===== src/rtl/uart_frame_parser.sv =====
// Frame parser behind a UART byte receiver: hunts SYNC/LEN/payload/CHK frames, verifies the
// additive checksum and streams good payloads out over valid/ready.
module uart_frame_parser #(
  parameter logic [7:0]  SYNC_BYTE = 8'hA5,
  parameter int unsigned MAX_LEN   = 64,
  parameter int unsigned TIMEOUT   = 100000
) (
  input  logic       clk,
  input  logic       rst_n,
  input  logic [7:0] rx_data,
  input  logic       rx_valid,
  output logic [7:0] out_data,
  output logic       out_valid,
  output logic       out_last,
  input  logic       out_ready,
  output logic       frame_ok,
  output logic       crc_err,
  output logic       len_err,
  output logic       timeout_err,
  output logic       overrun_err,
  output logic       busy
);

  localparam int unsigned IdxW = (MAX_LEN > 1) ? $clog2(MAX_LEN) : 1;
  localparam int unsigned TmoW = $clog2(TIMEOUT);
  localparam logic [7:0] MaxLen8 = 8'(MAX_LEN);
  // Expiry fires on the idle cycle whose increment would reach TIMEOUT-1.
  localparam logic [TmoW-1:0] TmoLimit = TmoW'(TIMEOUT - 2);

  typedef enum logic [2:0] {StHunt, StLen, StPayload, StCheck, StDrain} state_e;

  state_e          state_q, state_d;
  logic [IdxW-1:0] wr_idx_q, wr_idx_d, rd_idx_q, rd_idx_d;
  logic [7:0]      len_q, len_d, sum_q, sum_d;
  logic [TmoW-1:0] tmo_q, tmo_d;
  logic            frame_ok_d, crc_err_d, len_err_d, timeout_err_d, overrun_err_d;
  logic            mem_we, in_frame, tmo_expire, last_beat;
  logic [7:0]      chk_sum;
  logic [7:0]      mem_q [MAX_LEN];

  assign in_frame   = state_q inside {StLen, StPayload, StCheck};
  assign tmo_expire = in_frame && !rx_valid && (tmo_q == TmoLimit);
  assign last_beat  = 8'(rd_idx_q) == len_q - 8'd1;
  assign chk_sum    = sum_q + rx_data;

  always_comb begin
    state_d       = state_q;
    wr_idx_d      = wr_idx_q;
    rd_idx_d      = rd_idx_q;
    len_d         = len_q;
    sum_d         = sum_q;
    tmo_d         = '0;
    mem_we        = 1'b0;
    frame_ok_d    = 1'b0;
    crc_err_d     = 1'b0;
    len_err_d     = 1'b0;
    timeout_err_d = 1'b0;
    overrun_err_d = 1'b0;

    if (in_frame && !rx_valid) begin
      tmo_d = tmo_q + 1'b1;
    end

    unique case (state_q)
      StHunt: begin
        if (rx_valid && rx_data == SYNC_BYTE) begin
          state_d = StLen;
        end
      end
      StLen: begin
        if (rx_valid) begin
          if (rx_data == 8'd0 || rx_data > MaxLen8) begin
            len_err_d = 1'b1;
            state_d   = StHunt;
          end else begin
            len_d    = rx_data;
            sum_d    = rx_data;
            wr_idx_d = '0;
            state_d  = StPayload;
          end
        end
      end
      StPayload: begin
        if (rx_valid) begin
          mem_we   = 1'b1;
          sum_d    = sum_q + rx_data;
          wr_idx_d = wr_idx_q + 1'b1;
          if (8'(wr_idx_q) == len_q - 8'd1) begin
            state_d = StCheck;
          end
        end
      end
      StCheck: begin
        if (rx_valid) begin
          if (chk_sum == 8'd0) begin
            frame_ok_d = 1'b1;
            rd_idx_d   = '0;
            state_d    = StDrain;
          end else begin
            crc_err_d = 1'b1;
            state_d   = StHunt;
          end
        end
      end
      StDrain: begin
        // The receiver cannot be stalled, so anything arriving now is lost.
        overrun_err_d = rx_valid;
        if (out_ready) begin
          rd_idx_d = rd_idx_q + 1'b1;
          if (last_beat) begin
            state_d = StHunt;
          end
        end
      end
      default: state_d = StHunt;
    endcase

    if (tmo_expire) begin
      timeout_err_d = 1'b1;
      state_d       = StHunt;
    end
  end

  always_ff @(posedge clk or negedge rst_n) begin
    if (!rst_n) begin
      state_q     <= StHunt;
      wr_idx_q    <= '0;
      rd_idx_q    <= '0;
      len_q       <= '0;
      sum_q       <= '0;
      tmo_q       <= '0;
      frame_ok    <= 1'b0;
      crc_err     <= 1'b0;
      len_err     <= 1'b0;
      timeout_err <= 1'b0;
      overrun_err <= 1'b0;
    end else begin
      state_q     <= state_d;
      wr_idx_q    <= wr_idx_d;
      rd_idx_q    <= rd_idx_d;
      len_q       <= len_d;
      sum_q       <= sum_d;
      tmo_q       <= tmo_d;
      frame_ok    <= frame_ok_d;
      crc_err     <= crc_err_d;
      len_err     <= len_err_d;
      timeout_err <= timeout_err_d;
      overrun_err <= overrun_err_d;
    end
  end

  always_ff @(posedge clk) begin
    if (mem_we) begin
      mem_q[wr_idx_q] <= rx_data;
    end
  end

  assign out_valid = state_q == StDrain;
  assign out_data  = out_valid ? mem_q[rd_idx_q] : 8'd0;
  assign out_last  = out_valid && last_beat;
  assign busy      = state_q != StHunt;

endmodule


===== config.mk =====
export PLATFORM = sky130hd
export DESIGN_NAME = uart_frame_parser
export DESIGN_NICKNAME = d
export VERILOG_FILES = /design/src/rtl/uart_frame_parser.sv
export SDC_FILE = /design/constraint.sdc
export NUM_CORES = 1
export LEC_CHECK = 0
export BUFFER_PORTS_ARGS = -buffer_cell sky130_fd_sc_hd__buf_4
export CORE_ASPECT_RATIO = 1.25
export CORE_UTILIZATION = 25
export CTS_BUF_LIST = sky130_fd_sc_hd__clkbuf_8 sky130_fd_sc_hd__clkbuf_16
export CTS_CLUSTER_SIZE = 25
export DETAILED_ROUTE_END_ITERATION = 8
export MAX_ROUTING_LAYER = met4
export PLACE_DENSITY_LB_ADDON = 0.3
export RECOVER_POWER = 50
export SYNTH_ARGS = -nofsm -noshare
export SYNTH_HDL_FRONTEND = slang
export SYNTH_SLANG_ARGS = --single-unit

===== constraint.sdc =====
create_clock -name clk -period 5.15 [get_ports clk]
set_input_delay 0.7725 -clock clk [delete_from_list [all_inputs] [get_ports clk]]
set_output_delay 0.7725 -clock clk [all_outputs]
set_load 0.05 [all_outputs]

==> summary.md <==
| Metric | Value |
|---|---|
| Outcome | finished with violations |
| Failing checks | capacitance limit, slew limit |
| Die Height | 341.2 µm |
| Synth top cells by count | 512 x edfxtp_1, 160 x mux4_2, 112 x nor2_1, 53 x dfrtp_1, 52 x nand2_1 |
| Drc violations | 0 |
| Core area | 0.09138 mm² |
| Initial antenna violation count | 2 |
| Final WL | 57.57 mm |
| Synthesized net count | 1230 |
| Register area share after synthesis | 72.58% |
| Fin util | 28.90% |
| Clk sinks | 565 |
| Total number of vias | 11510 |
| FF+latch count, synth | 565 |
| Routability cong. | 0.8024 |
| CTS Hold Bufs | 0 |
| CTS tree | built |
| Ys async rst share | 9.381% |
| Static Leak | 0.008087 µW |
| Initial Utilization | 25.18% |
| Worst Skew | 0.01947 ns |
| Met1 global-route usage | 16.41% |
| Most frequent cell after synthesis | edfxtp_1 |
| Busiest grt layer | met2 |
| Crit path DAT | 3.68 ns |
| Synthesized area per cell | 19.10 µm² |
| CP Capture Type | primary output |
| Num CTS Buffers | 57 |
| Worst setup path start | rd_idx_q[0]$_DFFE_PN0P_ |
| Post-CTS resize count | 0 |
| Vias in the first global route | 12070 |
| RSZ-0062 raised after global routing | no |
| Share of the synthesized area in the top cell type | 66.82% |
| Synth cell types | 62 |
| DR iter-0 viols | 911 |
| Hold WC Path Type | in -> reg |
| R2r startpoint | state_q[0]$_DFFE_PN0P_ |
| Latest clock arrival within the worst-skew pair | 0.64 ns |
| Critical path peak fanout | 67 |
| Min Clock Period, post-route | 4.450 ns |
| Rel. slew slack | -118.5% |
| Area of the die | 0.09326 mm² |
| CP required | 4.38 ns |
| Slew @ Worst Pin | 3.278 ns |
| Total Routing Usage GR | 12.84% |
| # setup viols final | 0 |
| EDFF count, synth | 512 |
| # rows | 124 |
| Met3 Use GR | 2.449% |
| Fmax | 224.7 MHz |
| Setup tns final | 0 ns |
| Post-detail-place hpwl | 35.72 mm |
| Max-Cap Viols | 10 |
| Critical path class | reg -> out |
| Pin count of the biggest net entering global routing | 69 |
| ANT nets after route | 0 |
| WL per Instance | 23.10 µm |
| Startpoint Class | flop |
| Root Buffer | clkbuf_16 |
| Hold path startpoint | out_ready |
| Cell Pwr Density | 347.8 mW/mm² |
| Overflow after GRT | 0 |
| Max Root-Sink Buffers | 3 |
| Total I/O pin count | 28 |
| H-tree levels | 2 |
| Synth Cell Area | 0.02301 mm² |
| Met2 usage | 20.63% |
| Clock-pin slew on the worst setup and hold paths | 0.06 ns |
| Synth top area cells | edfxtp_1 67%, mux4_2 16%, dfrtp_1 5.8% |
| Area leader, netlist | edfxtp_1 |
| Layout cells sized above 1 | 22.04% |
| DRT Pass-1 Iters | 6 |
| VDD IR max | 0.3037 mV |
| Die W | 273.4 µm |
| First-pass GRT wire length | 84.77 mm |
| Synth Warn # | 0 |
| Syn-to-layout area delta | 14.76% |
| NumNets Final | 1278 |
| Ys flop type | edfxtp_1 |
| Via density | 4.620 |
| Slew Limit Fails | 529 |
| Fin. Hold Viols | 0 |
| Crit share post-route | 86.40% |
| Synthesized instance count | 1205 |
| PortBufs | 27 |
| Post-CTS Setup Repair Bufs | 0 |
[kinds of logic (layout without fill, tap and decap cells)]
kind of cell               after synthesis  count (layout)  synth area share (%)
and+or+nand+nor                        266             266                 5.579
muxes                                  171             171                 16.17
AOI/OAI and AO/OA                       87              87                 2.447
other                                    0               2                     0
buffers and inverters                   72             160                 1.294
adders and majority gates               14              14                0.7830
xor gates and xnor gates                30              30                 1.142
DFF                                    565             565                 72.58
[power by group]
part | internal (µW) | leakage, µW | switching, µW
logic | 36.9 | 0.00187 | 133
clock network | 2210 | 0.000920 | 1770
registers | 5020 | 0.00530 | 13.5
[layer usage]
layer / wire (µm) / vias to the layer above
li1: - / 4992
met1: 24420 / 6121
met2: 28470 / 318
met3: 3225 / 83
met4: 1448 / 0
met5: 0 / -
[worst max-delay path, stage by stage, from the launching register on]
cell	delay [ns]
dfrtp_4	0.47
buf_12	0.42
mux4_2	0.59
mux4_2	0.50
a22oi_1	0.28
o21ai_0	0.37
buf_4	0.32
[stage by stage]
step	instance area (µm²)	std cells	power (µW)	hold slack, ns	setup slack, ns
floorplan	23010	1205	5179	0.4538	1.678
global placement	24690	2391	5291	0.4718	1.324
detailed placement	24690	2391	5298	0.4742	1.358
CTS	26470	2490	9274	0.2385	0.6711
global route	26410	2492	9457	0.4382	0.5764
finish	26410	2492	9184	0.4320	0.7005
[registers in the layout, summed over array words and instances, names as in the netlist, 3 cells and up]
register / flops
tmo_q: 17
len_q: 8
rd_idx_q: 6
sum_q: 8
wr_idx_q: 6
mem_q: 512
state_q: 3
[cells in the final DEF, fill, tap and decap left out, types with 4 or more instances in the layout]
| cell type | count |
|---|---|
| a211oi_1 | 5 |
| a21oi_1 | 14 |
| a22oi_1 | 15 |
| a31oi_1 | 4 |
| and3_1 | 6 |
| buf_12 | 4 |
| buf_4 | 27 |
| clkbuf_1 | 18 |
| clkbuf_16 | 57 |
| clkbuf_8 | 4 |
| clkinv_1 | 11 |
| clkinv_2 | 6 |
| dfrtp_1 | 50 |
| edfxtp_1 | 512 |
| ha_1 | 12 |
| inv_1 | 25 |
| mux2_2 | 6 |
| mux2i_1 | 5 |
| mux4_2 | 160 |
| nand2_1 | 52 |
| nand2b_1 | 5 |
| nand3_1 | 18 |
| nand3b_1 | 6 |
| nand4_1 | 10 |
| nor2_1 | 112 |
| nor2b_1 | 8 |
| nor3_1 | 9 |
| nor3b_1 | 6 |
| nor4_1 | 6 |
| o21ai_0 | 24 |
| or3_1 | 7 |
| xnor2_1 | 8 |
| xor2_1 | 22 |
[worst paths after layout]
path,cells past startpoint,endpoint,slack (ns)
worst max-delay path,6,out_data[7],0.70
worst max register to register,5,mem_q[62][6]$_DFFE_PP_,1.59
worst min-delay path,3,rd_idx_q[1]$_DFFE_PN0P_,0.43
max in group asynchronous,1,rd_idx_q[1]$_DFFE_PN0P_,1.76
min in group asynchronous,1,overrun_err$_DFF_PN0_,1.20
worst min register to register,1,tmo_q[0]$_DFF_PN0_,0.48
[area by class of cell]
cell class                 instances  area, µm²
sequential                       565      16710
clock inverter                    38      292.8
timing repair buffer              49      350.3
clock buffer                      61       1481
fill                            8892      64980
antenna                            2      5.005
inverter                          12      45.04
tap                             1197       1498
multi-input combinational        568       6023
Note: power is estimated with default switching activity, not from simulation.
